### config.mk
export PLATFORM = sky130hd
export DESIGN_NAME = instruction_fetch
export DESIGN_NICKNAME = d
export VERILOG_FILES = /design/src/rtl/instruction_fetch.sv
export SDC_FILE = /design/constraint.sdc
export NUM_CORES = 1
export LEC_CHECK = 0
export BUFFER_PORTS_ARGS = -buffer_cell sky130_fd_sc_hd__buf_2
export CORE_AREA = 2 2 69 71
export CTS_BUF_LIST = sky130_fd_sc_hd__clkbuf_8
export CTS_CLUSTER_SIZE = 14
export DETAILED_ROUTE_END_ITERATION = 10
export DIE_AREA = 0 0 71 73
export PLACE_DENSITY = 0.79
export SYNTH_ARGS = -nofsm -noshare
export SYNTH_HDL_FRONTEND = slang
export SYNTH_SLANG_ARGS = --single-unit
### constraint.sdc
create_clock -name clk -period 1.7 [get_ports clk]
set_input_delay 0.17 -clock clk [delete_from_list [all_inputs] [get_ports clk]]
set_output_delay 0.17 -clock clk [all_outputs]
set_load 0.02 [all_outputs]
### src/rtl/instruction_fetch.sv
// instruction_fetch: fetch stage of the RPN calculator CPU. It holds the PC,
// addresses the combinational instruction ROM, and registers the returned word.
// It presents the word to execute over a valid/ready handshake; jump/ATC
// redirects from execute reload the PC and discard the in-flight word.
// Ports:
//   clk, reset (sync, active-low), run (fetch enable)
//   rom_addr -> ROM, rom_data <- ROM (same cycle)
//   ir / ir_pc / ir_valid -> execute, ir_ready <- execute
//   jump_req / jump_addr <- execute redirect
// Optional feature: define BRANCH_BYPASS_EN for zero-bubble redirects.
// This drives the jump target to the ROM directly.
module instruction_fetch #(
    parameter int                ADDR_W   = 8,
    parameter int                INSTR_W  = 32,
    parameter logic [ADDR_W-1:0] RESET_PC = '0
) (
    input  logic               clk,
    input  logic               reset,
    input  logic               run,
    output logic [ADDR_W-1:0]  rom_addr,
    input  logic [INSTR_W-1:0] rom_data,
    output logic [INSTR_W-1:0] ir,
    output logic [ADDR_W-1:0]  ir_pc,
    output logic               ir_valid,
    input  logic               ir_ready,
    input  logic               jump_req,
    input  logic [ADDR_W-1:0]  jump_addr
);

    typedef enum logic [1:0] {
        FILL     = 2'd0,
        RUN      = 2'd1,
        REDIRECT = 2'd2
    } state_e;

    state_e             state_q, state_d;
    logic [ADDR_W-1:0]  pc_q, pc_d;
    logic [INSTR_W-1:0] ir_q, ir_d;
    logic [ADDR_W-1:0]  ir_pc_q, ir_pc_d;
    logic               ir_valid_q, ir_valid_d;

`ifdef BRANCH_BYPASS_EN
    // Only RUN honours jump_req, so the target is routed to the ROM only there.
    // Elsewhere the ROM must keep seeing the PC.
    assign rom_addr = (state_q == RUN && jump_req) ? jump_addr : pc_q;
`else
    assign rom_addr = pc_q;
`endif

    assign ir       = ir_q;
    assign ir_pc    = ir_pc_q;
    assign ir_valid = ir_valid_q;

    always_ff @(posedge clk) begin
        if (!reset) begin
            state_q    <= FILL;
            pc_q       <= RESET_PC;
            ir_q       <= '0;
            ir_pc_q    <= '0;
            ir_valid_q <= 1'b0;
        end else begin
            state_q    <= state_d;
            pc_q       <= pc_d;
            ir_q       <= ir_d;
            ir_pc_q    <= ir_pc_d;
            ir_valid_q <= ir_valid_d;
        end
    end

    logic load;
    logic redirect;

    always_comb begin
        state_d    = state_q;
        pc_d       = pc_q;
        ir_d       = ir_q;
        ir_pc_d    = ir_pc_q;
        ir_valid_d = ir_valid_q;
        load       = 1'b0;
        redirect   = 1'b0;

        unique case (state_q)
            FILL, REDIRECT: begin
                load = run;
            end
            RUN: begin
                if (jump_req) begin
`ifdef BRANCH_BYPASS_EN
                    // rom_addr already carries jump_addr here.
                    if (run) load = 1'b1;
                    else     redirect = 1'b1;
`else
                    redirect = 1'b1;
`endif
                end else if (ir_valid_q && ir_ready && run) begin
                    load = 1'b1;
                end
            end
            default: begin
                state_d = FILL;
            end
        endcase

        if (load) begin
            ir_d       = rom_data;
            ir_pc_d    = rom_addr;
            ir_valid_d = 1'b1;
            pc_d       = rom_addr + ADDR_W'(1);
            state_d    = RUN;
        end else if (redirect) begin
            // The current ir counts as consumed; the target is fetched later.
            ir_valid_d = 1'b0;
            pc_d       = jump_addr;
            state_d    = REDIRECT;
        end
    end

endmodule

==> results of run 1 <==
## cell usage after synthesis (3+ instances only)
library cell | count | area [um2]
dfxtp_1 | 51 | 1020
clkbuf_1 | 5 | 18.8
nor3_1 | 3 | 15.0
a21oi_1 | 47 | 235
nand3_1 | 4 | 20.0
buf_4 | 3 | 22.5
nor2_1 | 4 | 15.0
buf_2 | 4 | 20.0
buf_6 | 3 | 33.8
a22oi_1 | 4 | 30.0
inv_1 | 3 | 11.3
nand2_1 | 85 | 319
## cell type report
| cell class | count | area [um2] |
|---|---|---|
| fill | 424 | 1880 |
| sequential | 51 | 1020 |
| multi-input combinational | 174 | 903 |
| timing repair buffer | 104 | 548 |
| clock buffer | 7 | 96.3 |
| tap | 54 | 67.6 |
| inverter | 3 | 11.3 |
| clock inverter | 1 | 3.75 |
## power by group through the flow
| stage | logic, mW | clock network (mW) | registers [mW] |
|---|---|---|---|
| CTS | 0.415 | 0.763 | 1.31 |
| global placement | 0.409 | 0 | 1.33 |
| global route | 0.459 | 0.804 | 1.32 |
| floorplan | 0.183 | 0 | 1.41 |
| detailed placement | 0.413 | 0 | 1.34 |
| finish | 0.411 | 0.738 | 1.31 |
## how the worst max path moves through the flow
stage | depth (start not counted) | slack [ns] | from | end
global route | 5 | 0.03 | state_q[1] | ir[27]
CTS | 5 | 0.17 | state_q[1] | ir[19]
global placement | 5 | 0.25 | state_q[1] | ir[26]
detailed placement | 5 | 0.19 | state_q[1] | ir[19]
floorplan | 5 | 0.24 | ir_valid | rom_addr[5]
finish | 5 | 0.20 | state_q[1] | ir[19]
## kinds of logic after synthesis
| logic type | share of synthesized area, % |
|---|---|
| AND/OR/NAND/NOR | 23.8 |
| AO/OA/AOI/OAI | 18.6 |
| flip-flops | 50.3 |
| buffers and inverters | 5.24 |
| multiplexers | 0.986 |
| XOR/XNOR | 0.431 |
| adder cells (fa/ha/maj) | 0.616 |
## layer usage
layer  GRT usage (%)  part of all wire, %  vias to the layer above
li1                -                    -                     1013
met5               0                    0                        -
met1            22.6                   44                      893
met2            32.4                   46                       76
met3            6.63                  8.4                       11
met4            6.08                  1.7                        0
## worst max-delay path, delay by kind of cell, from the launching register on
family                 cells  cell delay (ns)
and+or+nand+nor            2             0.31
DFF                        1             0.35
buffers and inverters      1             0.29
AOI/OAI and AO/OA          2             0.50
## registers in the layout, summed over array words and instances (netlist names)
register  cells
ir           32
rom_addr      8
ir_pc         8
state_q       2
ir_valid      1
## metrics by stage
stage,hold slack (ns),worst slack [ns]
2_1_floorplan,0.287,0.243
3_3_place_gp,0.410,0.250
3_5_place_dp,0.416,0.188
4_1_cts,0.0888,0.171
5_1_grt,0.0975,0.0308
6_report,0.0961,0.195
## cells in the final DEF (no fill, tap or decap), types with 2 or more instances in the layout
master,instances
o21a_1,2
a22oi_1,4
a21oi_1,47
nand3_1,4
mux2i_1,2
buf_2,93
buf_4,11
clkbuf_8,7
dfxtp_1,51
inv_1,4
nand2_1,85
nor3_1,3
o21ai_0,2
and4b_1,2
nor2_1,4
==> run_results.csv, run 1 <==
group,metric,value,unit
status,status,"finished, final reports clean",
layout,design_area,2650,um2
clock_tree,hold_buffers,0,
layout,area_growth,30.6,%
worst_setup_path,worstReg2RegEnd,"ir[19]",
placement,port_buffers,93,
yosys,yosys_warnings,0,
clock_tree,cts-root-buf,"clkbuf_8",
clock_tree,ctsLongestPathBuffers,2,
power,pwr-share-comb,16.7,%
layout,diodes,0,
sta,hold_violations,0,
min_path,hold_class,"input pin to flop",
power,pwr-share-seq,53.3,%
yosys,syn_inst,243,
worst_setup_path,worstReg2RegStart,"state_q[1]",
floorplanning,rows,25,
worst_setup_path,cp_max_fo,16,
sta,skew,0.00639,ns
worst_setup_path,cpMaxStageDelayCell,"a21oi_4",
worst_setup_path,crit_path_end_kind,"flop",
power,p_sw_share,27.2,%
power,p_int,1.79,mW
yosys,ys_seq_area_share,50.3,%
power,p_per_area,927,nW/um2
layout,drive_gt1_share,34.1,%
power,leakage,1.24,nW
clock_tree,cts_setup_buffers,0,
placement,placedCellCount,386,
power,finalPower,2.46,mW
grt,grt_pass1_wl,7.94,mm
worst_setup_path,arrival,1.74,ns
sta,fin_crit,1.50,ns
sta,fin_crit_sh,88.5,%
placement,gp_congestion,0.761,
yosys,ys_ff_latch,51,
yosys,async_flop_share,0,%
yosys,synth_area,2030,um2
yosys,syn-num-nets,289,
power,p_clk_share,30.0,%
clock_tree,cts_resized,0,
grt,antenna_found_initial,0,
flow_run,cap_viol_max_count,0,
yosys,synth_flop_cell,"dfxtp_1",
sta,setup-violations-final,0,
clock_tree,tritoncts,"built",
worst_setup_path,r2r_cells,5,
grt,track_usage,19.0,%
worst_setup_path,slowest_delay,0.37,ns
routing,wl,4.73,mm
routing,ant_nets,0,
floorplanning,dieArea,5180,um2
min_path,hold_depth,3,
worst_setup_path,worstSetupPathType,"flop to flop",
routing,drt_iter0_markers,64,
worst_setup_path,start_kind,"flop",
layout,fin_util,58.5,%
floorplanning,fp.coreArea,4540,um2
power,peakVddDrop,0.472,mV
routing,wl_per_cell,12.0,um
floorplanning,die_w,71,um
grt,grt_max_degree,19,
yosys,ys_types,35,
routing,drt-vias-per-instance,5.06,
layout,nets,385,
power,switching_power,0.670,mW
yosys,syn_avg_cell_area,8.36,um2
layout,fin_cells,394,
sta,fin_setup_tns,0,ns
placement,dpl_cell_area,2550,um2
clock_tree,clk_pin_slew,0.08,ns
sta,worst_pin_slew,0.370,ns
routing,vias,1993,
grt,grt_pass1_vias,1798,
clock_tree,h-tree-depth,2,
clock_tree,cts.sink_count,51,
worst_setup_path,reg2reg_setup_slack,0.20,ns
sta,max_freq,665,MHz
floorplanning,start_util,44.8,%
worst_setup_path,worstPathRequired,1.93,ns
clock_tree,clkLatencyLatePin,0.30,ns
min_path,min_to,"ir[30]",
floorplanning,pin_count,94,
routing,drcViolationCount,0,
sta,rsz0062_at_grt,"false",
placement,dp_hpwl,3.52,mm
floorplanning,die_y,73,um
sta,slew_viol_final,0,
worst_setup_path,worstPathCellList,"nand4bb_4 -> a21oi_4 -> buf_4 -> nand2_1 -> a21oi_1",
sta,slew_headroom,75.3,%
min_path,holdCritStartpoint,"rom_data[30]",
grt,gr-total-overflow,0,
yosys,synth_edf_count,0,
routing,firstDrtPassIters,4,
clock_tree,cts-buffers-inserted,5,
(Power assumes the default switching activity.)
==> run 2, diff against run 1 <==
--- a/config.mk
+++ b/config.mk
@@ -11,7 +11,9 @@
 export CTS_CLUSTER_SIZE = 14
 export DETAILED_ROUTE_END_ITERATION = 10
 export DIE_AREA = 0 0 71 73
+export GPL_TIMING_DRIVEN = 0
 export PLACE_DENSITY = 0.79
+export SETUP_SLACK_MARGIN = 0.5
 export SYNTH_ARGS = -nofsm -noshare
 export SYNTH_HDL_FRONTEND = slang
 export SYNTH_SLANG_ARGS = --single-unit
==> constraint.sdc (replaced) <==
create_clock -name clk -period 1.5 [get_ports clk]
set_input_delay 0.15 -clock clk [delete_from_list [all_inputs] [get_ports clk]]
set_output_delay 0.15 -clock clk [all_outputs]
set_load 0.02 [all_outputs]
==> run 2 against run 1 <==
Power up 19%. Worst hold slack worse by 0.026 ns. First-iteration DRC count up 41%. Die area is the same. Largest cell class unchanged. Maximum frequency is 3.7% higher. Setup slack lost 0.15 ns. Critical endpoint is now ir_pc[0]. Critical path depth grew 1. Via count increased by 5.7%. Sequential power up 13%.
==> run_results.csv, run 2 (same netlist as run 1, synthesis figures left out) <==
group,metric,value,unit
worst_setup_path,crit_path_end_kind,"flop",
min_path,hold_class,"input pin to flop",
min_path,hold_depth,3,
layout,area_growth,48.9,%
layout,nets,402,
sta,slew_viol_final,0,
layout,final_cell_mix,"buf_2, nand2_1, a21oi_1",
power,leakage,1.37,nW
sta,fin_crit,1.45,ns
power,p_int,2.07,mW
grt,grt_pass1_wl,8.02,mm
power,switching_power,0.847,mW
power,peakVddDrop,0.632,mV
layout,drive_gt1_share,44.3,%
floorplanning,dieArea,5180,um2
sta,fin_ws,0.0490,ns
worst_setup_path,cp_max_fo,5,
placement,dp_slack,0.0319,ns
clock_tree,cts-buffers-inserted,5,
sta,rsz0062_at_grt,"true",
routing,drt-vias-per-instance,5.12,
grt,antenna_found_initial,0,
floorplanning,fp.coreArea,4540,um2
floorplanning,pin_count,94,
worst_setup_path,crit_start,"state_q[1]",
sta,fin_crit_sh,96.7,%
worst_setup_path,worstReg2RegStart,"state_q[1]",
placement,dp_hpwl,3.65,mm
floorplanning,rows,25,
layout,fin_cells,411,
flow_run,cap_viol_max_count,0,
routing,drt_iter0_markers,90,
layout,largest_reg_flops,32,
floorplanning,die_y,73,um
placement,port_buffers,93,
sta,skew,0.0147,ns
floorplanning,start_util,44.8,%
routing,wl_per_cell,13.6,um
worst_setup_path,worstPathRequired,1.73,ns
worst_setup_path,worstSetupPathType,"flop to flop",
floorplanning,die_w,71,um
sta,slew_headroom,56.0,%
worst_setup_path,worstReg2RegEnd,"ir_pc[0]",
power,p_sw_share,29.0,%
power,p_clk_share,28.7,%
sta,worst_pin_slew,0.660,ns
grt,gr-total-overflow,0,
routing,ant_nets,0,
power,finalPower,2.92,mW
grt,grt_pass1_vias,1834,
routing,drcViolationCount,0,
layout,diodes,0,
worst_setup_path,worstPathCellList,"nand4bb_4 -> a21oi_4 -> buf_6 -> clkbuf_16 -> nand2_1 -> a21oi_1",
layout,mostFrequentLayoutCell,"buf_2",
worst_setup_path,critPathCapture,"ir_pc[0]",
worst_setup_path,arrival,1.68,ns
clock_tree,tritoncts,"built",
sta,max_freq,689,MHz
routing,firstDrtPassIters,4,
clock_tree,clk_pin_slew,0.10,ns
worst_setup_path,slowest_delay,0.34,ns
routing,wl,5.61,mm
clock_tree,clkLatencyLatePin,0.31,ns
status,status,"finished, final reports clean",
worst_setup_path,r2r_cells,6,
worst_setup_path,start_kind,"flop",
layout,nFillCells,391,
power,pwr-share-seq,50.8,%
grt,track_usage,19.3,%
worst_setup_path,cpMaxStageDelayCell,"dfxtp_2",
sta,fin_setup_tns,0,ns
clock_tree,ctsLongestPathBuffers,2,
clock_tree,cts-root-buf,"clkbuf_8",
worst_setup_path,reg2reg_setup_slack,0.05,ns
placement,gp_congestion,0.837,
clock_tree,h-tree-depth,2,
sta,setup-violations-final,0,
sta,hold_violations,0,
placement,placedCellCount,390,
clock_tree,cts.sink_count,51,
power,p_per_area,965,nW/um2
routing,vias,2106,
power,pwr-share-comb,20.5,%
grt,grt_max_degree,17,
-- run 2: per-stage QoR --
step	util, %	hold slack, ns	instance area (um2)
2_1_floorplan	-	0.267	2080
3_3_place_gp	57.6	0.389	2610
3_5_place_dp	57.6	0.396	2610
4_1_cts	62.5	0.0629	2840
5_1_grt	66.7	0.0695	3020
6_report	66.7	0.0698	3020
-- run 2: critical path: cells and delay by family, from the launching register on --
kind,cells,cell delay (ns)
compound gates,2,0.43
flops,1,0.34
buf+inv,2,0.31
simple gates,2,0.29
-- run 2: worst min path at each step --
stage	start	endpoint	slack [ns]
floorplan	reset	rom_addr[3]	0.27
global placement	jump_addr[1]	rom_addr[1]	0.39
detailed placement	rom_data[16]	ir[16]	0.40
CTS	jump_addr[1]	rom_addr[1]	0.06
global route	rom_data[15]	ir[15]	0.07
finish	jump_addr[1]	rom_addr[1]	0.07
-- run 2: routing by layer --
layer / global-route usage [%] / vias to the layer above / part of all wire [%]
met4: 5.24 / 0 / 1.3
met3: 4.14 / 10 / 4.7
met1: 23.3 / 989 / 41
met2: 34.8 / 61 / 53
met5: 0 / - / 0
li1: - / 1046 / -
-- run 2: repair_timing --
item / 4_1_cts / 5_1_grt
pin swaps: 8 / 17
gates cloned: 1 / 2
resized for setup: 21 / 39
endpoints found under the hold margin: 0 / 0
setup buffers: 7 / 3
endpoints found under the setup margin: 57 / 66
hold buffers: 0 / 0
-- run 2: power groups by stage --
stage / clock (mW) / sequential (mW) / combinational (mW)
finish: 0.837 / 1.48 / 0.598
global placement: 0 / 1.51 / 0.477
detailed placement: 0 / 1.51 / 0.486
floorplan: 0 / 1.60 / 0.215
CTS: 0.855 / 1.48 / 0.529
global route: 0.909 / 1.49 / 0.648
-- run 2: layout make-up --
class / instances / area [um2] / area share, %
multi-input cells: 174 / 1000 / 33.1
inverters: 3 / 11.3 / 0.372
repair buffers: 106 / 652 / 21.6
plain buffers: 15 / 139 / 4.59
clock buffers: 6 / 82.6 / 2.73
well taps: 54 / 67.6 / 2.23
clock inverters: 2 / 15.0 / 0.496
flip-flops and latches: 51 / 1050 / 34.9
